==> src/rtl/qpsk_frame_scheduler.sv <==
// rtl/qpsk_frame_scheduler.sv - QPSK frame sequencer: preamble, payload, gap symbols
// with a fixed SPS-clock symbol cadence and a valid/ready payload pull.
module qpsk_frame_scheduler #(
  parameter int SPS           = 8,
  parameter int PREAMBLE_SYMS = 16,
  parameter int PAYLOAD_SYMS  = 64,
  parameter int GAP_SYMS      = 8,
  parameter int CNT_W         = 8
) (
  input  logic       CLOCK_50,
  input  logic       RESET,
  input  logic       START,
  input  logic       CONTINUOUS,
  input  logic       BIT_VALID,
  input  logic [1:0] BIT_DATA,
  output logic       BIT_READY,
  output logic       SYM_STROBE,
  output logic [1:0] SYM_DIBIT,
  output logic       SYM_ZERO,
  output logic       BUSY,
  output logic       UNDERFLOW
);

  localparam int SAMP_W = $clog2(SPS);
  localparam logic [SAMP_W-1:0] SAMP_LAST = SAMP_W'(SPS - 1);
  localparam logic [CNT_W-1:0]  PRE_LAST  = CNT_W'(PREAMBLE_SYMS - 1);
  localparam logic [CNT_W-1:0]  PAY_LAST  = CNT_W'(PAYLOAD_SYMS - 1);
  localparam logic [CNT_W-1:0]  GAP_LAST  = CNT_W'(GAP_SYMS - 1);

  typedef enum logic [1:0] {S_IDLE, S_PRE, S_PAY, S_GAP} state_t;

  state_t            state_q, state_d;
  logic [SAMP_W-1:0] samp_q, samp_d;
  logic [CNT_W-1:0]  cnt_q, cnt_d;
  logic              strobe_q, strobe_d;
  logic [1:0]        dibit_q, dibit_d;
  logic              zero_q, zero_d;
  logic              underflow_q, underflow_d;
  logic              boundary;
  logic              ready;

  always_ff @(posedge CLOCK_50) begin
    if (RESET) begin
      state_q     <= S_IDLE;
      samp_q      <= '0;
      cnt_q       <= '0;
      strobe_q    <= 1'b0;
      dibit_q     <= 2'b00;
      zero_q      <= 1'b1;
      underflow_q <= 1'b0;
    end else begin
      state_q     <= state_d;
      samp_q      <= samp_d;
      cnt_q       <= cnt_d;
      strobe_q    <= strobe_d;
      dibit_q     <= dibit_d;
      zero_q      <= zero_d;
      underflow_q <= underflow_d;
    end
  end

  // Every decision is taken on the boundary cycle and lands, registered, on the strobe cycle.
  always_comb begin
    state_d     = state_q;
    samp_d      = samp_q;
    cnt_d       = cnt_q;
    strobe_d    = 1'b0;
    dibit_d     = dibit_q;
    zero_d      = zero_q;
    underflow_d = underflow_q;
    ready       = 1'b0;
    boundary    = (state_q != S_IDLE) && (samp_q == SAMP_LAST);
    if (state_q == S_IDLE) begin
      if (START) begin
        state_d  = S_PRE;
        samp_d   = '0;
        cnt_d    = '0;
        strobe_d = 1'b1;
        dibit_d  = 2'b00;
        zero_d   = 1'b0;
      end
    end else begin
      samp_d = boundary ? '0 : samp_q + 1'b1;
      if (boundary) begin
        strobe_d = 1'b1;
        cnt_d    = cnt_q + 1'b1;
        case (state_q)
          S_PRE: begin
            if (cnt_q == PRE_LAST) begin
              state_d = S_PAY;
              cnt_d   = '0;
              ready   = 1'b1;
            end else begin
              dibit_d = cnt_q[0] ? 2'b00 : 2'b11;
              zero_d  = 1'b0;
            end
          end
          S_PAY: begin
            if (cnt_q == PAY_LAST) begin
              state_d = S_GAP;
              cnt_d   = '0;
              dibit_d = 2'b00;
              zero_d  = 1'b1;
            end else begin
              ready = 1'b1;
            end
          end
          S_GAP: begin
            if (cnt_q == GAP_LAST) begin
              cnt_d   = '0;
              dibit_d = 2'b00;
              if (CONTINUOUS) begin
                state_d = S_PRE;
                zero_d  = 1'b0;
              end else begin
                state_d  = S_IDLE;
                strobe_d = 1'b0;
                zero_d   = 1'b1;
              end
            end
          end
          default: ;
        endcase
        // A missing dibit never stretches the slot: send 00 and flag it.
        if (ready) begin
          zero_d = 1'b0;
          if (BIT_VALID) begin
            dibit_d = BIT_DATA;
          end else begin
            dibit_d     = 2'b00;
            underflow_d = 1'b1;
          end
        end
      end
    end
  end

  assign BIT_READY  = ready;
  assign SYM_STROBE = strobe_q;
  assign SYM_DIBIT  = dibit_q;
  assign SYM_ZERO   = zero_q;
  assign BUSY       = (state_q != S_IDLE);
  assign UNDERFLOW  = underflow_q;

endmodule

==> config.mk <==
export PLATFORM = sky130hd
export DESIGN_NAME = qpsk_frame_scheduler
export DESIGN_NICKNAME = d
export VERILOG_FILES = /design/src/rtl/qpsk_frame_scheduler.sv
export SDC_FILE = /design/constraint.sdc
export NUM_CORES = 1
export LEC_CHECK = 0
export ABC_AREA = 1
export CAP_MARGIN = 20
export CORE_MARGIN = 5
export CORE_UTILIZATION = 33
export CTS_CLUSTER_SIZE = 16
export DETAILED_ROUTE_END_ITERATION = 8
export PLACE_DENSITY = 0.6
export SLEW_MARGIN = 20
export SYNTH_ARGS = -nofsm -noshare
export SYNTH_HDL_FRONTEND = slang
export SYNTH_SLANG_ARGS = --single-unit
==> constraint.sdc <==
create_clock -name CLOCK_50 -period 1.6 [get_ports CLOCK_50]
set_input_delay 0.32 -clock CLOCK_50 [delete_from_list [all_inputs] [get_ports CLOCK_50]]
set_output_delay 0.32 -clock CLOCK_50 [all_outputs]
set_load 0.02 [all_outputs]
### Word level (Yosys, flattened, before mapping)

Index checks and enable logic that the tools add are counted.

* add/subtract/negate cells: 2
* eq/ne operators: 14
* muxes and demuxes: 50
* bitwise logic cells: 2
* reductions and logical operators: 10

Operator list (count)
* two-way mux 8 bit: 6
* two-way mux 2 bit: 15
* one-hot mux 8 bit (3 select lines): 1
* two-way mux 1 bit: 21
* != test 4 bit, second input constant: 3
* one-hot mux 2 bit (3 select lines): 2
* AND reduction 6 bit: 2
* two-way mux 3 bit: 3
* != test 3 bit, second input constant: 3
* adder 8 x 1 -> 8 bit, second input constant: 1
* == test 8 x 3 -> 1 bit, second input constant: 1
* == test 8 x 4 -> 1 bit, second input constant: 1
* == test 8 x 6 -> 1 bit, second input constant: 1
* nonzero test 5 bit: 1
* == test 2 bit, second input constant: 2
* AND reduction 4 bit: 1
* nonzero test 2 bit: 2
* nonzero test 4 bit: 1
* adder 3 x 1 -> 3 bit, second input constant: 1
* == test 3 bit, second input constant: 1
* one-hot mux 1 bit (3 select lines): 1
* == test 2 x 1 -> 1 bit, second input constant: 1
* logical NOT 2 bit: 1
* != test 2 bit, second input constant: 1
* other kinds (4): 5

* register bits after elaboration: 18
* input bits: 7
* output and inout port bits: 7
* word-level logic and storage cells: 85

### Depth between registers and ports, before layout

* word-level depth: 8
* depth in mapped cells: 12
* depth with buffers taken out: 12

### Worst setup path after synthesis

OpenSTA, ideal clock, no wires.

* path type: register to output
* start: register cnt_q[0]
* end: output BIT_READY
* data arrival time: 1.325 ns
* required time: 1.280 ns
* slack: -0.045 ns
* cell stages (with the launch flop): 8
* buffers on the path: 0
* cells stage by stage: dfxtp_1 > ha_1 > nand3_2 > nor2_1 > nand2_1 > nand2_2 > nand2_4 > nor2_1

* cells in the longest elaborated chain, start to end: 7
* elaborated cells between the ends (all ways): 9
* those cells by class: 2 x eq/ne; 7 x mux

Ends and longest elaborated chain
* from (decl): RTL line 34 `logic [CNT_W-1:0] cnt_q, cnt_d;`
* from (signal assigned): RTL line 54 `cnt_q <= cnt_d;`
* == test 8 x 6 -> 1 bit / == test 8 x 4 -> 1 bit (equally long branches): RTL line 99, 89
* two-way mux 1 bit (on tied branches): RTL line 99, 89
* one-hot mux 1 bit (2 select lines) *: RTL line 87 `case (state_q)`
* two-way mux 1 bit *: RTL line 84 `if (boundary) begin`
* two-way mux 1 bit *: RTL line 73 `if (state_q == S_IDLE) begin`
* two-way mux 1 bit *: RTL line 84
* two-way mux 1 bit *: RTL line 73
* to (decl): RTL line 16 `output logic BIT_READY,`

Mark *: on every way between the ends. The rest lies on a longest branch, timed or not. The select of a mux whose other input is x is not followed.

### Worst setup path after layout

Same ends and word-level chain as after synthesis.

==> qor.yml <==
die_h_um: 69.5
skew_ns: 0.00546
slew_headroom_pct: 84.7
hold_viol_final: 0
drive_gt1_share_pct: 56.6
drv_cap: 0
gp_congestion: 0.855
ys_async_sr_fraction_pct: 0
post-dp-hpwl_um: 2450
worstSkewPairLatency_ns: 0.32
setup_ws_ns: -0.183
synth_seq_cells: 18
synth_cells: 158
die_x_um: 69.5
power.total_mw: 3.92
cts.clk_slew.worst_paths_ns: 0.12
wire_per_inst_um: 14.3
synth.net_count: 173
nNetsFinal: 251
clk_path_buf_depth: 2
seq_area_um2: 372
max_freq_mhz: 561
gr-usage-all-layers_pct: 15.6
worst_pin_slew_ns: 0.228
p_per_area_mw_per_mm2: 1880
max_stage_delay_ns: 0.39
required_ns: 1.28
leakagePower_nw: 0.965
hold_buffers: 0
clock_sinks: 18
crit_path_end_kind: "output pin"
drtIter0Drc: 53
ant_nets: 0
crit_chain: "ha_4 > nand3_4 > nor2_4 > nand2_2 > nand2_4 > nand2_4 > nor2_4 > buf_6"
wirelength_um: 4030
violations: "setup timing"
cp.arrival_ns: 1.46
finalMaxSlewViolations: 0
fillers: 258
path_class: "flip-flop to output pin"
rows: 21
vias: 1404
outcome: "finished, violations left"
worstHoldEndpoint: "SYM_ZERO"
globalRouteOverflowTotal: 0
finalSetupViolCount: 10
postPlaceCellArea_mm2: 0.00166
final_area_mm2: 0.00209
htreeDepth: 1
synth_top_area_share_pct: 30.8
yosys_warnings: 0
min_path_cells: 2
fin_cells: 281
post-route-period-util_pct: 111
grt_pass1_vias: 1354
antenna_found_initial: 0
io_pins: 14
synth_area_leader_cell: "dfxtp_1"
synth.area.top_cells: "dfxtp_1 31%, nand2_1 12%, ha_1 8.6%, nor2_1 6.1%, nand3_2 4.3%"
synthesis.area_mm2: 0.00117
antenna_cells: 0
cts_buffers: 3
initial_core_util_pct: 34.5
hold_path.class: "flip-flop to flip-flop"
hold_slack_ns: 0.485
cts_root_buffer: "clkbuf_4"
ys_seq_area_share_pct: 30.8
dpl.cell_count: 257
vdd.ir_drop.worst_mv: 1.18
first_pass_iters: 4
grt_max_degree: 11
worstPathMaxFanout: 3
syn_to_final_growth_pct: 78.6
viasPerCell: 5.00
grt_pass1_wl_um: 6130
yosysMostFrequentCell: "nand2_1"
drc: 0
critPathLaunchType: "flip-flop"
period_minus_slack_ns: 1.78
reg2reg_from: "state_q[0]"
port_buffers: 13
syn_area_per_cell_um2: 7.40
die_area_mm2: 0.00483
rr_worst_depth: 12
cp_slowest_cell: "dfxtp_2"
core_area_mm2: 0.00339
rsz0062_at_grt: "yes"
rrSetupSlack_ns: -0.07
synth_edf_count: 0
min_from: "SYM_ZERO"
cts_tree: "done"
synth_cell_type_count: 29
worstReg2RegEnd: "SYM_DIBIT[1]"
synth_common_cells: "37 x nand2_1, 19 x nor2_1, 18 x dfxtp_1, 11 x inv_1, 9 x a21oi_1"
synth_ff_type: "dfxtp_1"
multi_input_area_um2: 928
-- metal layers --
layer | routed length (µm) | global-route usage, % | up-vias | part of all wire [%]
li1 | - | - | 678 | -
met1 | 1520 | 17.9 | 654 | 38
met2 | 2090 | 28.0 | 52 | 52
met3 | 216 | 2.90 | 20 | 5.4
met4 | 196 | 6.94 | 0 | 4.9
met5 | 0 | 0 | - | 0
-- final cells by class --
cell class	count	area share [%]
Sequential cell	18	17.8
Tap cell	46	2.76
Timing Repair Buffer	74	29.9
Inverter	15	3.30
Multi-Input combinational cell	124	44.5
Clock buffer	4	1.74
-- through the flow --
stage	setup WS, ns	utilization, %	setup TNS, ns
3_5_place_dp	-0.371	48.9	-1.27
4_1_cts	-0.151	56.6	-0.348
6_report	-0.183	61.6	-0.446
2_1_floorplan	0.0183	-	0
3_3_place_gp	-0.348	48.9	-0.950
5_1_grt	-0.258	61.6	-1.25
-- how the worst max path moves through the flow --
stage | depth (start not counted) | end | from | slack (ns)
floorplan | 10 | SYM_DIBIT[0] | state_q[0] | 0.02
global placement | 8 | BIT_READY | cnt_q[0] | -0.35
detailed placement | 8 | BIT_READY | cnt_q[0] | -0.37
CTS | 9 | BIT_READY | cnt_q[0] | -0.15
global route | 8 | BIT_READY | cnt_q[0] | -0.26
finish | 8 | BIT_READY | cnt_q[0] | -0.18
-- sequential cells by signal, summed over array words and instances (netlist names) --
register / cells
samp_q: 3
SYM_ZERO: 1
state_q: 2
UNDERFLOW: 1
SYM_DIBIT: 2
cnt_q: 8
SYM_STROBE: 1
-- worst max-delay path, delay by kind of cell, from the launching register on --
| family | cells | cell delay, ns |
|---|---|---|
| adders and majority gates | 1 | 0.16 |
| buffers and inverters | 1 | 0.11 |
| DFF | 1 | 0.39 |
| and+or+nand+nor | 6 | 0.48 |
-- cell usage in the layout (no fill, tap or decap), drive strengths merged --
| cell type | count |
|---|---|
| a21oi | 9 |
| buf | 63 |
| clkbuf | 4 |
| clkdlybuf4s50 | 7 |
| clkinv | 1 |
| dfxtp | 18 |
| dlygate4sd2 | 2 |
| dlymetal6s2s | 2 |
| ha | 8 |
| inv | 14 |
| nand2 | 45 |
| nand3 | 12 |
| nand3b | 1 |
| nand4 | 6 |
| nor2 | 27 |
| nor3 | 4 |
| nor3b | 1 |
| nor4 | 1 |
| o211a | 1 |
| o21a | 1 |
| o21ai | 6 |
| o2bb2ai | 1 |
| xor2 | 1 |
-- power by group --
group          internal (mW)  switching [mW]  leakage, nW  total, mW
registers              0.559          0.0700        0.151      0.629
logic                   1.48            1.50        0.794       2.98
clock network          0.139           0.171       0.0210      0.311
total                   2.18            1.74        0.965       3.92
-- cell families after synthesis --
| family | share of synthesized area (%) |
|---|---|
| compound gates | 8.67 |
| xor+xnor | 0.750 |
| fa+ha+maj | 8.57 |
| buf+inv | 6.75 |
| flops | 30.8 |
| simple gates | 44.4 |
-- what timing repair did --
| item | CTS | global route |
|---|---|---|
| buffers inserted | 11 | 9 |
| resized for setup | 55 | 28 |
| endpoints found under the hold margin | 0 | 0 |
| endpoints found under the setup margin | 16 | 17 |
| pin swaps | 14 | 15 |
No activity file was read; power rests on OpenSTA's default activity.
